## config.mk

```make
export PLATFORM = sky130hd
export DESIGN_NAME = rlbp_code_receiver
export DESIGN_NICKNAME = d
export VERILOG_FILES = /design/src/rtl/rlbp_pkg.sv /design/src/rtl/rlbp_code_fifo.sv /design/src/rtl/rlbp_code_receiver.sv
export SDC_FILE = /design/constraint.sdc
export NUM_CORES = 1
export LEC_CHECK = 0
export CORE_MARGIN = 8
export CORE_UTILIZATION = 57
export CTS_CLUSTER_SIZE = 10
export DETAILED_ROUTE_END_ITERATION = 16
export GPL_TIMING_DRIVEN = 0
export PLACE_DENSITY = 0.83
export SLEW_MARGIN = 10
export SYNTH_ARGS = -nofsm -noshare
export SYNTH_HDL_FRONTEND = slang
export SYNTH_SLANG_ARGS = --single-unit
```

## constraint.sdc

```tcl
create_clock -name wb_clk_i -period 4.2 [get_ports wb_clk_i]
set_input_delay 0.84 -clock wb_clk_i [delete_from_list [all_inputs] [get_ports wb_clk_i]]
set_output_delay 0.84 -clock wb_clk_i [all_outputs]
set_load 0.02 [all_outputs]
```

## src/rtl/rlbp_pkg.sv

```systemverilog
// Shared types and constants for the rlbp serial code receiver.
// Signal lane indices address the packed synchronizer pipeline in the top.
package rlbp_pkg;
  localparam int CODE_W_DEF  = 12;
  localparam int SYNC_STAGES = 2;

  localparam int SIG_CLK   = 0;
  localparam int SIG_START = 1;
  localparam int SIG_DONE  = 2;
  localparam int SIG_DATA  = 3;
  localparam int NUM_SIGS  = 4;

  typedef enum logic [1:0] {IDLE, RECV, CHECK} rx_state_t;
endpackage

```

## src/rtl/rlbp_code_fifo.sv

```systemverilog
// Small synchronous FIFO for received codes; head is zero while empty.
// A push into a full FIFO is accepted when a pop lands in the same cycle.
module rlbp_code_fifo #(
  parameter int DEPTH  = 4,
  parameter int CODE_W = 12
) (
  input  logic                     gclk,
  input  logic                     grst_n,
  input  logic                     push_i,
  input  logic                     pop_i,
  input  logic [CODE_W-1:0]        data_i,
  output logic [CODE_W-1:0]        data_o,
  output logic                     full_o,
  output logic                     empty_o,
  output logic [$clog2(DEPTH):0]   level_o
);
  localparam int AW = $clog2(DEPTH);
  localparam logic [AW:0] FULL_LVL = (AW+1)'(DEPTH);

  logic [AW:0]                   wr_q, wr_d, rd_q, rd_d;
  logic [DEPTH-1:0][CODE_W-1:0]  mem_q, mem_d;
  logic                          do_push, do_pop;

  assign level_o = wr_q - rd_q;
  assign empty_o = (wr_q == rd_q);
  assign full_o  = (level_o == FULL_LVL);
  assign do_pop  = pop_i & ~empty_o;
  assign do_push = push_i & (~full_o | do_pop);
  assign data_o  = empty_o ? '0 : mem_q[rd_q[AW-1:0]];

  always_comb begin
    wr_d  = wr_q + (AW+1)'(do_push);
    rd_d  = rd_q + (AW+1)'(do_pop);
    mem_d = mem_q;
    if (do_push) mem_d[wr_q[AW-1:0]] = data_i;
  end

  always_ff @(posedge gclk or negedge grst_n) begin
    if (!grst_n) begin
      wr_q  <= '0;
      rd_q  <= '0;
      mem_q <= '0;
    end else begin
      wr_q  <= wr_d;
      rd_q  <= rd_d;
      mem_q <= mem_d;
    end
  end
endmodule

```

## src/rtl/rlbp_code_receiver.sv

```systemverilog
// Oversampling receiver for the rlbp serial code stream: deserializes frames,
// checks their length and queues good codes behind a valid/ready interface.
module rlbp_code_receiver
  import rlbp_pkg::*;
#(
  parameter int CODE_W = CODE_W_DEF,
  parameter int DEPTH  = 4,
  parameter int CNT_W  = 16
) (
  input  logic                      wb_clk_i,
  input  logic                      wb_rst_ni,
  input  logic                      enable_i,
  input  logic                      ser_clk_i,
  input  logic                      ser_start_i,
  input  logic                      ser_data_i,
  input  logic                      ser_done_i,
  output logic [CODE_W-1:0]         code_o,
  output logic                      code_valid_o,
  input  logic                      code_ready_i,
  output logic [$clog2(DEPTH):0]    fifo_level_o,
  output logic [CNT_W-1:0]          frame_cnt_o,
  output logic                      err_short_o,
  output logic                      err_long_o,
  output logic                      overflow_o,
  input  logic                      clr_err_i
);
  localparam int BCW = $clog2(CODE_W + 2);
  localparam logic [BCW-1:0] BIT_FULL = BCW'(CODE_W);
  localparam logic [BCW-1:0] BIT_SAT  = BCW'(CODE_W + 1);

  // Stages 0..SYNC_STAGES-1 synchronize; the last stage is the edge reference.
  logic [SYNC_STAGES:0][NUM_SIGS-1:0] sync_q, sync_d;
  logic clk_rise, start_rise, done_rise, data_s;

  rx_state_t          state_q, state_d;
  logic [CODE_W-1:0]  shreg_q, shreg_d;
  logic [BCW-1:0]     bit_cnt_q, bit_cnt_d;
  logic [CNT_W-1:0]   cnt_q, cnt_d;
  logic               err_short_q, err_short_d, err_long_q, err_long_d, ovf_q, ovf_d;
  logic               push_req, push_ok, pop, set_short, set_long, set_ovf;
  logic               fifo_full, fifo_empty;

  assign sync_d = {sync_q[SYNC_STAGES-1:0], {ser_data_i, ser_done_i, ser_start_i, ser_clk_i}};
  assign clk_rise   = sync_q[SYNC_STAGES-1][SIG_CLK]   & ~sync_q[SYNC_STAGES][SIG_CLK];
  assign start_rise = sync_q[SYNC_STAGES-1][SIG_START] & ~sync_q[SYNC_STAGES][SIG_START];
  assign done_rise  = sync_q[SYNC_STAGES-1][SIG_DONE]  & ~sync_q[SYNC_STAGES][SIG_DONE];
  // Data is taken one stage behind the clock edge so it predates the rise.
  assign data_s     = sync_q[SYNC_STAGES][SIG_DATA];

  always_comb begin
    state_d   = state_q;
    shreg_d   = shreg_q;
    bit_cnt_d = bit_cnt_q;
    push_req  = 1'b0;
    set_short = 1'b0;
    set_long  = 1'b0;
    case (state_q)
      IDLE: begin
        if (start_rise && enable_i) begin
          state_d   = RECV;
          shreg_d   = '0;
          bit_cnt_d = '0;
        end
      end
      RECV: begin
        if (!enable_i) begin
          state_d = IDLE;
        end else if (start_rise) begin
          shreg_d   = '0;
          bit_cnt_d = '0;
        end else begin
          if (clk_rise) begin
            shreg_d = {shreg_q[CODE_W-2:0], data_s};
            if (bit_cnt_q != BIT_SAT) bit_cnt_d = bit_cnt_q + 1'b1;
          end
          if (done_rise) state_d = CHECK;
        end
      end
      CHECK: begin
        state_d   = IDLE;
        push_req  = (bit_cnt_q == BIT_FULL);
        set_short = (bit_cnt_q <  BIT_FULL);
        set_long  = (bit_cnt_q >  BIT_FULL);
      end
      default: state_d = IDLE;
    endcase

    pop     = ~fifo_empty & code_ready_i;
    push_ok = push_req & (~fifo_full | pop);
    set_ovf = push_req & fifo_full & ~pop;
    cnt_d   = cnt_q + CNT_W'(push_ok);

    err_short_d = (err_short_q & ~clr_err_i) | set_short;
    err_long_d  = (err_long_q  & ~clr_err_i) | set_long;
    ovf_d       = (ovf_q       & ~clr_err_i) | set_ovf;
  end

  always_ff @(posedge wb_clk_i or negedge wb_rst_ni) begin
    if (!wb_rst_ni) begin
      sync_q      <= '0;
      state_q     <= IDLE;
      shreg_q     <= '0;
      bit_cnt_q   <= '0;
      cnt_q       <= '0;
      err_short_q <= 1'b0;
      err_long_q  <= 1'b0;
      ovf_q       <= 1'b0;
    end else begin
      sync_q      <= sync_d;
      state_q     <= state_d;
      shreg_q     <= shreg_d;
      bit_cnt_q   <= bit_cnt_d;
      cnt_q       <= cnt_d;
      err_short_q <= err_short_d;
      err_long_q  <= err_long_d;
      ovf_q       <= ovf_d;
    end
  end

  rlbp_code_fifo #(.DEPTH(DEPTH), .CODE_W(CODE_W)) u_fifo (
    .gclk    (wb_clk_i),
    .grst_n  (wb_rst_ni),
    .push_i  (push_ok),
    .pop_i   (pop),
    .data_i  (shreg_q),
    .data_o  (code_o),
    .full_o  (fifo_full),
    .empty_o (fifo_empty),
    .level_o (fifo_level_o)
  );

  assign code_valid_o = ~fifo_empty;
  assign frame_cnt_o  = cnt_q;
  assign err_short_o  = err_short_q;
  assign err_long_o   = err_long_q;
  assign overflow_o   = ovf_q;
endmodule

```

### Yosys cells after proc, flatten, opt, wreduce, memory -nomap -nowiden

Cells that the tools add are included.

| word-level totals | value |
|---|---|
| register bits | 103 |
| bits in latches | 0 |
| RAM bits | 0 |
| ROM bits | 0 |
| output and inout port bits | 35 |
| logic and storage cells | 94 |
| memories | 0 |

| cells by class | value |
|---|---|
| $add $sub $neg | 5 |
| multiply operators | 0 |
| div/mod/pow operators | 0 |
| $lt $le $gt $ge | 5 |
| eq/ne operators | 12 |
| shift-type cells | 0 |
| mux-type cells | 25 |
| bitwise gates (word level) | 24 |
| reductions and logical operators | 7 |

Operators with widths:

| cell | number |
|---|---|
| $mux 12 | 7 |
| $bwmux 48 | 1 |
| $bmux 12 s2 | 1 |
| $demux 12 s2 | 1 |
| $pmux 12 s2 | 1 |
| $mux 4 | 5 |
| $add 16x1->16 | 1 |
| $and 1x1->1 | 12 |
| $ne 3x3->1 const B | 4 |
| $mux 2 | 4 |
| $pmux 4 s2 | 1 |
| $not 1->1 | 7 |
| $add 3x1->3 | 2 |
| $lt 2x3->1 const B | 2 |
| $or 1x1->1 | 5 |
| $reduce_and 5->1 | 1 |
| $add 4x1->4 const B | 1 |
| $eq 4x4->1 const B | 1 |
| $gt 4x4->1 const B | 1 |
| $lt 4x4->1 const B | 1 |
| $ne 2x2->1 const B | 2 |
| $ne 4x4->1 const B | 1 |
| $pmux 2 s2 | 1 |
| $reduce_and 4->1 | 1 |
| other kinds (11) | 14 |

### Depth between registers and ports, before layout

| depth | value |
|---|---|
| depth in word-level cells | 7 |
| gate-level depth with buffers | 12 |
| mapped depth without buffers | 12 |

### By module

From an unflattened synthesis, not the netlist that was laid out.

| second synthesis, totals | value |
|---|---|
| cells, all modules | 352 |
| area total of the unflattened synthesis | 4580.6 µm² |

By module, submodules not included:

| module | times used | cells an instance | area an instance (µm²) |
|---|---|---|---|
| rlbp_code_fifo | 1 | 184 | 2615.0 |
| rlbp_code_receiver | 1 | 168 | 1965.6 |

### Worst setup path before layout

OpenSTA, ideal clock, no wires.

| timing path | value |
|---|---|
| path kind | register -> register |
| start | register u_fifo.wr_q[0] |
| end | register cnt_q[10] (netlist: frame_cnt_o[10]) |
| setup time | 0.129 ns |
| data arrival time | 2.933 ns |
| path slack | 1.137 ns |
| stages on the path, launching flop included | 13 |
| path buffers | 0 |
| period minus slack after synthesis | 3.063 ns |
| cell sequence | dfrtp_1 inv_1 ha_1 fa_1 nand3b_1 mux2i_4 a21oi_1 ha_1 ha_1 and4_1 and4_1 nand3_1 xnor2_1 |

| on the way | value |
|---|---|
| word-level cells in the longest chain between the ends | 6 |
| elaborated cells on any way between the ends | 9 |
| those cells by class | add/sub: 2; eq/ne: 2; bitwise: 5 |

Ends and longest elaborated chain:

| element | line | text |
|---|---|---|
| start: declaration | rlbp_code_fifo.sv:20 | `logic [AW:0] wr_q, wr_d, rd_q, rd_d;` |
| start signal: assignment | rlbp_code_fifo.sv:44 | `wr_q <= wr_d;` |
| $sub 3x3->3 / $eq 3x3->1 (equally long branches) | rlbp_code_fifo.sv:24, rlbp_code_fifo.sv:25 |  |
| $eq 3x3->1 / $not 1->1 (equally long branches) | rlbp_code_fifo.sv:26, rlbp_code_receiver.sv:88 |  |
| $not 1->1 / $and 1x1->1 (equally long branches) | rlbp_code_receiver.sv:89, rlbp_code_receiver.sv:88 |  |
| $or 1x1->1 * | rlbp_code_receiver.sv:89 | `push_ok = push_req & (~fifo_full \| pop);` |
| $and 1x1->1 * | rlbp_code_receiver.sv:89 |  |
| $add 16x1->16 * | rlbp_code_receiver.sv:91 | `cnt_d = cnt_q + CNT_W'(push_ok);` |
| via cnt_d[10] | rlbp_code_receiver.sv:38 | `logic [CNT_W-1:0] cnt_q, cnt_d;` |
| end signal: assignment | rlbp_code_receiver.sv:113 | `cnt_q <= cnt_d;` |
| end: declaration | rlbp_code_receiver.sv:38 |  |

The timed path passes the listed nets; every way through them passes the cells marked *.
A chain may end at the register's enable or synchronous reset.

### Final worst setup path

| timing path | value |
|---|---|
| start | register u_fifo.rd_q[1] |
| end | output port code_o[5] |

| on the way | value |
|---|---|
| word-level cells in the longest chain between the ends | 3 |
| elaborated cells on any way between the ends | 4 |
| those cells by class | eq/ne: 1; mux: 3 |

Ends and longest elaborated chain:

| element | line | text |
|---|---|---|
| start: declaration | rlbp_code_fifo.sv:20 |  |
| start signal: assignment | rlbp_code_fifo.sv:45 | `rd_q <= rd_d;` |
| $bmux 12 s2 | rlbp_code_fifo.sv:29 | `assign data_o = empty_o ? '0 : mem_q[rd_q[AW-1:0]];` |
| $mux 12 (implied by the code) | rlbp_code_fifo.sv:29 |  |
| $mux 12 * | rlbp_code_fifo.sv:29 |  |
| end: declaration | rlbp_code_receiver.sv:17 | `output logic [CODE_W-1:0] code_o,` |

Every way passes the cells marked *; elsewhere a longest branch is shown, timed or not. The select of a mux whose other input is x is not followed.

==> metrics <==
Tot Pwr between 2 and 2.5 mW; Filler cells about 570; Die Ht 106 um; layout overhead on the synthesized area 17.02%; fin area around 0.0054 sq mm; CTS Sinks 103; clk_lat worst skew about 0.36 ns; Max Root-Sink Buffers 2; Slew Viols, Final 0; htree depth 3; f_max approximately 260 MHz; Initial Util between 50% and 60%; post-route ant nets 0; nets@finish roughly 410; Ports 44; syn_nets around 350; required time worst endpoint ~3.4 ns; leading area contributor after synthesis dfrtp_1; layout cells sized above 1 22.51%; syn_area_per_cell 13.95 sq um; maximum vdd drop between 200 and 250 uV; grt ovf 0; DRC Markers 0; final core occ between 60% and 70%; routed via count 2748; status completed; Final Skew about 0.013 ns; endpoint class of the critical path output pin; vias in the first global route 3035; initial antenna violation count 0; post-synth top area share ~56%; Pwr per Cell Area between 300 and 400 mW/mm^2; Num CTS Buffers 9; Cell Rows 33; Reg clk slew, reported paths roughly 0.090 ns; share of the yosys chip area belonging to registers between 50% and 60%; Initial DRC Count between 100 and 150; PortBufs 43; max-cap violations 0; launching point of the worst reg2reg path u_fifo.wr_q[0]; Slew @ Worst Pin approximately 0.59 ns; Crit. Startpoint u_fifo.rd_q[1]; Critical Path Start Type flop; largest cells by area after synthesis dfrtp_1, mux2_4, mux2_2, mux4_2, ha_1; routed vias/inst roughly 5.5; Worst Hold Class reg -> reg; largest net degree at the start of global routing between 60 and 70; setup total negative slack 0 ns; final setup vio count 0; unrepaired setup endpoints after global routing false; LEAKAGE around 2.5 nW; WL/cell ~17 um; crit-path max FO 10; Cell Area, Synth roughly 0.0046 sq mm; worst hold path cell count 0; post-synth cell types 38; CTS tree done; Final period util between 90% and 100%; max_slew headroom roughly 60%; Period minus WS final roughly 3.8 ns; Die Width approximately 110 um; Hold Fails Final Rpt 0; Setup CP Type reg -> out; register bit total from synthesis just over 100; Post-Route WL between 8 and 9 mm; Min-Delay Startpoint sync_d[11]; Worst Hold Margin approximately 0.36 ns; Total GRT Usage between 10% and 20%; first-pass GRT wire length between 10 and 15 mm; Die Area between 0.01 and 0.015 sq mm; Diodes inserted 0; Synth Instances roughly 330; WP data arrival roughly 3.0 ns; Reg2Reg Depth 12; core area 0.008051 sq mm; CTS root buf clkbuf_8; dpl cell area between 0.005 and 0.006 sq mm; cts hold-fix bufs 0; DR pass1 iterations 4; post-DP HPWL 6.011 mm; Placer Congestion a little under 0.8; yosys warns 0
state kept, by name (all words and copies together), names as in the netlist:
name	cells
err_long_o	1
sync_d	8
err_short_o	1
state_q	2
u_fifo.mem_q	48
u_fifo.rd_q	3
u_fifo.wr_q	3
overflow_o	1
bit_cnt_q	4
shreg_q	12
frame_cnt_o	16
sync_q	3
data_s	1
critical path, cell delays in order, from the launching register on:
cell and delay [ns]:
dfrtp_1 0.52, clkbuf_2 0.37, inv_1 0.08, ha_1 0.30, and3_2 0.20, clkbuf_1 0.47
nor2b_1 0.13, clkdlybuf4s50_1 0.57
report_power, final:
part	internal [mW]	total, mW	switching (mW)
clock	0.292	0.614	0.321
combinational	0.161	0.383	0.222
sequential	1.02	1.05	0.0367
total	1.47	2.05	0.580
cells by family after synthesis:
kind of cell,share of synthesized area [%]
flops,55.83
simple gates,10.11
mux,19.92
buf+inv,2.791
compound gates,4.363
xor+xnor,3.577
fa+ha+maj,3.415
metal layers:
metal | up-vias | share of wire, % | GRT usage, % | wire (um)
met3 | 19 | 4.2 | 4.537 | 365
met5 | - | 0 | 0 | 0
met2 | 53 | 51 | 27.26 | 4406
li1 | 1273 | - | - | -
met4 | 0 | 2.8 | 8.040 | 244
met1 | 1403 | 42 | 19.14 | 3579
per-stage QoR:
step | worst slack (ns) | cells
finish | 0.3558 | 496
floorplan | 1.137 | 331
global route | 0.1527 | 496
CTS | 0.03884 | 496
global placement | -1.395 | 479
detailed placement | 0.4437 | 480
timing repair:
action	in CTS	in global routing
endpoints found under the setup margin	0	10
hold endpoints to repair	0	0
buffers inserted	0	0
resized for setup	0	1
cell usage after synthesis:
cell and count:
and3_2 1, xnor2_2 1, nand2_1 32, mux2_1 5
mux2i_4 1, o21ai_0 3, nand3b_1 3, and4b_2 1
nor3_1 2, inv_1 15, and3_1 5, nand3_1 22
and2_0 1, nand2b_1 4, clkbuf_1 5, mux2_2 24
and4_1 2, a2bb2oi_1 1, fa_1 1, nand4_1 2
o22ai_1 2, nor2b_1 12, xnor2_1 11, nor2_1 3
buf_1 1, a2111oi_4 4, mux4_2 12, a22o_1 1
a21o_1 1, xor2_1 6, or3_1 1, buf_2 1
a31o_2 1, a21oi_1 6, dfrtp_1 103, mux2_4 20
ha_1 11, buf_6 4
worst paths after layout:
| kind | slack [ns] | end |
|---|---|---|
| worst max-delay path | 0.36 | code_o[5] |
| worst min register to register | 0.36 | data_s |
| worst max register to register | 0.90 | frame_cnt_o[10] |
| min in group asynchronous | 0.45 | u_fifo.mem_q[7] |
| max in group asynchronous | 3.08 | u_fifo.mem_q[13] |
| worst min-delay path | 0.36 | data_s |
placed cells by master (no fill, tap or decap), drive strengths merged, types with 4 or more instances in the layout:
master,netlist,routed
a2111oi,4,4
a21oi,6,6
and3,6,6
buf,6,7
clkbuf,5,17
clkdlybuf4s50,0,42
dfrtp,103,103
ha,11,11
inv,15,16
mux2,49,49
mux4,12,12
nand2,32,32
nand2b,4,4
nand3,22,22
nor2b,12,12
xnor2,12,12
xor2,6,6
layout make-up:
class                           instances  area (sq um)  share of cell area, %
Timing Repair Buffer                   44         455.4                  8.430
Inverter                               15         56.30                  1.042
Multi-Input combinational cell        202          1911                  35.36
Tap cell                              105         131.4                  2.432
Buffer                                 11         73.82                  1.366
Clock buffer                           11         141.4                  2.617
Clock inverter                          5         56.30                  1.042
Sequential cell                       103          2577                  47.71
Note: power is estimated with default switching activity, not from simulation.
==> variant 1 (same flow settings) <==
The 3 states of `rx_state_t` get a one-hot encoding in 3 bits.
--- a/src/rtl/rlbp_pkg.sv
+++ b/src/rtl/rlbp_pkg.sv
@@ -11,5 +11,5 @@
   localparam int NUM_SIGS  = 4;
 
-  typedef enum logic [1:0] {IDLE, RECV, CHECK} rx_state_t;
+  typedef enum logic [2:0] {IDLE = 3'b001, RECV = 3'b010, CHECK = 3'b100} rx_state_t;
 endpackage
 
Function: same outputs for any inputs over 10 cycles, from zero or initial values and one cycle with wb_rst_ni low; not proved beyond that.
==> variant 1 against the original RTL <==
Final area increased by 2.0%. Register-to-register slack improved by 0.09 ns. First-iteration DRC count decreased by 38%. Via count down 0.98%. Wire length shrank 0.26%. Power shrank 3.1%. Area after synthesis is 2.6% higher. Sequential cell count rose by 1. Synthesized cell count increased by 1.5%. Worst setup slack improved by 0.026 ns.
==> variant 1: results (changes against the original RTL) <==
antenna cell count=0 (unchanged); XOR/XNOR Fraction of Synth Area=0.0365 (+0.000687); share of cells above drive strength 1=0.240 (+0.0148); placed cell areas=5320 um2 (+2.3%); Main synth FF type=dfrtp_1; placed cell count=485 (+1.0%); Residual DRC=0 (unchanged); skew final=0.0125 ns (-0.00000370 ns); M2 GR Usage=0.270 (-0.00293); gpl congestion=0.769 (-2.4%); Worst-path clk slew=0.10 ns; post-CTS setup buffers=0 (unchanged); Num CTS Buffers=9 (unchanged); Post-Synth Adder-Cell Area=0.0333 (-0.000857); Worst Hold Path Cells=0 (unchanged); clk buf depth=2 (unchanged); Synth cell types=42 (+11%); initial DRC count=82 (-38%); worst min path class=reg2reg; IO Port Bufs=43 (unchanged); nets=412 (+1.2%); non-filler cells in the finished layout=501 (+1.0%); vias in the first global route=2,881 (-5.1%); register area share after synthesis=0.550 (-0.00846); CP peak stage delay=0.62 ns (+0.05 ns); Commonest cells post-synth=103 x dfrtp_1, 40 x mux2_4, 35 x nand2_1; Crit Path Max Fanout=10 (unchanged); first-pass GRT wire length=14,600 um (-0.56%); Slowest cell on crit path=clkdlybuf4s50_1; status=complete, no violations; Slew headroom=0.599 (-0.00519); Synth Net Count=357 (+1.4%); pin count of the biggest net entering global routing=66 (+3.1%); DP HPWL=5960 um (-0.79%); 1st-pass router iterations=4 (unchanged); Post-synth ARST share=1.00 (unchanged); GRT Total Usage=0.159 (-0.00417); leakage power=2.54 nW (+0.27%); Area contributors post-synth=dfrtp_1 54%, mux2_4 13%, mux4_2 5.7%, ha_1 2.9%, nand2_1 2.8%; M1 GR Usage=0.200 (+0.00838); CTS root buf=clkbuf_8; clk_lat worst skew=0.37 ns; GRT met3 Usage=0.0438 (-0.00158); Peak supply drop=0.192 mV (-16%); initial antenna violation count=0 (unchanged); H-Tree Depth=3 (unchanged); syn avg cell area=14.1 um2 (+1.0%); critical path arrival=2.98 ns (-0.02 ns); Largest Register=u_fifo.mem_q; Synth Area in Compound Gates=0.0375 (-0.00611); synth warn=0 (unchanged); Vias/cell=5.43 (-2.0%); R2R depth=13 (+1); CORE AREA=8130 um2 (+1.0%); post-synthesis mux area share=0.205 (+0.00583); total routed wirelength=8570 um (-0.26%); max FFs per register=48 (unchanged)
==> variant 1: area by class of cell <==
| type | count | area [um2] |
|---|---|---|
| Multi-Input combinational cell | 204 | 1960 |
| Timing Repair Buffer | 44 | 455 |
| Buffer | 11 | 109 |
| Sequential cell | 104 | 2600 |
| Clock buffer | 10 | 138 |
| Clock inverter | 6 | 50.0 |
| Inverter | 17 | 63.8 |
| Tap cell | 105 | 131 |
| Fill cell | 549 | 2620 |
==> variant 1: repair_timing <==
action | in CTS | in global routing
endpoints found under the hold margin | 0 | 0
resized for setup | 0 | 1
endpoints found under the setup margin | 0 | 1
==> variant 1: kinds of logic after synthesis <==
group	Yosys count
AOI/OAI and AO/OA	27
DFF	104
xor gates and xnor gates	18
muxes	61
buffers and inverters	28
and+or+nand+nor	86
adders and majority gates	12
==> variant 1: worst max-delay path, delay by kind of cell (launching register included) <==
kind / cells / cell delay, ns
and+or+nand+nor: 2 / 0.41
DFF: 1 / 0.55
adders and majority gates: 1 / 0.31
buffers and inverters: 4 / 1.34
==> variant 1: final timing paths <==
kind	start	to	slack, ns
max	u_fifo.rd_q[1]$_DFF_PN0_	code_o[6]	0.38
min	sync_d[4]$_DFF_PN0_	sync_d[8]$_DFF_PN0_	0.36
max reg2reg	u_fifo.rd_q[1]$_DFF_PN0_	frame_cnt_o[15]$_DFF_PN0_	0.99
min reg2reg	sync_d[4]$_DFF_PN0_	sync_d[8]$_DFF_PN0_	0.36
max in group asynchronous	wb_rst_ni	state_q[0]$_DFFE_PN1P_	3.03
min in group asynchronous	wb_rst_ni	u_fifo.mem_q[40]$_DFFE_PN0P_	0.43
==> variant 1: layer usage <==
layer / part of all wire / wire length, um
met5: 0 / 0
met1: 0.44 / 3740
met4: 0.0071 / 61
met2: 0.52 / 4480
met3: 0.034 / 293
==> variant 1: metrics by stage <==
step | setup slack [ns] | hold WS (ns)
3_5_place_dp | 0.552 | 0.335
3_3_place_gp | -1.39 | 0.333
5_1_grt | 0.188 | 0.369
4_1_cts | 0.145 | 0.359
6_report | 0.382 | 0.359
2_1_floorplan | 1.27 | 0.331
==> variant 1: where the power goes <==
| group | total (mW) | internal, mW | switching (mW) |
|---|---|---|---|
| sequential | 1.06 | 1.02 | 0.0361 |
| combinational | 0.335 | 0.148 | 0.187 |
| clock | 0.592 | 0.240 | 0.351 |
==> variant 2 (config.mk and constraints unchanged) <==
Made on the original files. `SYNC_STAGES`: 2 -> 1.
--- a/src/rtl/rlbp_pkg.sv
+++ b/src/rtl/rlbp_pkg.sv
@@ -3,5 +3,5 @@
 package rlbp_pkg;
   localparam int CODE_W_DEF  = 12;
-  localparam int SYNC_STAGES = 2;
+  localparam int SYNC_STAGES = 1;
 
   localparam int SIG_CLK   = 0;
Function: changed (a bounded check fails within 10 cycles, from zero or initial values and one cycle with wb_rst_ni low).
==> variant 2 against the original RTL <==
Final area decreased by 1.4%. Synthesized cell count fell by 1.2%. Critical path depth did not move. Power rose by 1.6%. Critical endpoint is now code_o[7]. Sequential cell count decreased by 4. Register-to-register slack got worse by 0.10 ns. First-iteration DRC count fell by 44%. Count of clock-buffer cells in the layout decreased by 1. Area after synthesis decreased by 2.2%. Wire length shrank 1.3%. Worst setup slack better by 0.034 ns.
==> variant 2: results (changes against the original RTL) <==
initial antenna violation count=0 (unchanged); status=complete, no violations; pre-CTS setup slack=0.446 ns (+0.00222 ns); switching share of total power=0.289 (+0.00556); DP HPWL=5960 um (-0.89%); CTS root buf=clkbuf_8; Vias=2,721 (-0.98%); Min Hold Slack=0.355 ns (-0.000123 ns); skew final=0.0146 ns (+0.00201 ns); clk buf depth=2 (unchanged); Peak supply drop=0.233 mV (+2.1%); seq pwr=1.01 mW (-4%); vias in the first global route=2,923 (-3.7%); Synth Net Count=348 (-1.1%); share of cells above drive strength 1=0.227 (+0.00233); antenna cell count=0 (unchanged); pin count of the biggest net entering global routing=58 (-9.4%); Final Cycle Share=0.907 (-0.00813); Area contributors post-synth=dfrtp_1 55%, mux2_4 6.6%, mux2_2 6.0%, mux4_2 6.0%, ha_1 3.0%; critical path arrival=2.97 ns (-0.03 ns); worst min path class=reg2reg; 1st-pass router iterations=5 (+1); GRT Total Usage=0.164 (+0.000655); Power Combinational=389 uW (+2%); Worst-path clk slew=0.10 ns; first-pass GRT wire length=14,500 um (-1.4%); final core utilization=0.693 (+0.0217); register share of total power=0.487 (-0.027); post-CTS resize count=0 (unchanged); Largest Register=u_fifo.mem_q; WL/cell=17.3 um (about the same); Post-Synth Adder-Cell Area=0.0349 (+0.000757); Crit Path Max Fanout=10 (unchanged); Commonest cells post-synth=99 x dfrtp_1, 32 x nand2_1, 24 x mux2_2; leakage power=2.50 nW (-1.5%); clk_lat worst skew=0.37 ns; R2R setup slack=0.80 ns (-0.10 ns); nets=403 (-0.98%); XOR/XNOR Fraction of Synth Area=0.0366 (+0.000793); Synth Area in Compound Gates=0.0446 (+0.000967); Num CTS Buffers=9 (unchanged); Slew headroom=0.624 (+0.0192); post-synthesis mux area share=0.204 (+0.00441); register area share after synthesis=0.548 (-0.00979); post-CTS setup buffers=0 (unchanged); initial DRC count=74 (-44%); gpl congestion=0.755 (-4.1%); placed cell areas=5100 um2 (-2.0%); synth warn=0 (unchanged); H-Tree Depth=3 (unchanged); Slew Limit Fails=0 (unchanged); Filler cells=534 (-5.5%); IO Port Bufs=43 (unchanged); Synth cell types=38 (unchanged)
## variant 2: changes by cell type in the layout (fill, tap and decap cells not counted), sizes merged
| cell | unedited run | this run |
|---|---|---|
| clkinv | 2 | 1 |
| inv | 16 | 17 |
| clkbuf | 17 | 16 |
| dfrtp | 103 | 99 |
| bufinv | 1 | 2 |
## variant 2: path summary, 6_finish.rpt
check	from	end	cells after the start
worst max-delay path	u_fifo.rd_q[1]$_DFF_PN0_	code_o[7]	7
worst min-delay path	sync_d[7]$_DFF_PN0_	data_s$_DFF_PN0_	0
worst max register to register	u_fifo.wr_q[0]$_DFF_PN0_	frame_cnt_o[10]$_DFF_PN0_	12
worst min register to register	sync_d[7]$_DFF_PN0_	data_s$_DFF_PN0_	0
max in group asynchronous	wb_rst_ni	u_fifo.mem_q[12]$_DFFE_PN0P_	2
min in group asynchronous	wb_rst_ni	u_fifo.mem_q[8]$_DFFE_PN0P_	1
## variant 2: critical path, stage by stage (launching register included)
cell and delay (ns):
dfrtp_1 0.55, clkbuf_2 0.38, inv_1 0.08, ha_1 0.31, and3_2 0.22, clkbuf_1 0.24, nor2b_1 0.17, clkdlybuf4s50_1 0.63
## variant 2: per-stage QoR
stage / cells / TNS [ns]
floorplan: 327 / 0
finish: 489 / 0
global placement: 472 / -116.96
global route: 489 / 0
CTS: 489 / 0
detailed placement: 473 / 0
## variant 2: final cells by class
class,count,area share
Inverter,15,0.0106
Multi-Input combinational cell,202,0.359
Buffer,11,0.0139
Timing Repair Buffer,44,0.0855
Clock inverter,6,0.0181
Sequential cell,99,0.465
Clock buffer,10,0.0240
Tap cell,102,0.0240
## variant 2: layer usage
metal  vias to the layer above  wire, um  track usage
met1                      1399      3780        0.197
met5                         -         0            0
li1                       1251         -            -
met3                        16       313       0.0356
met4                         0       174       0.0815
met2                        55      4220        0.274
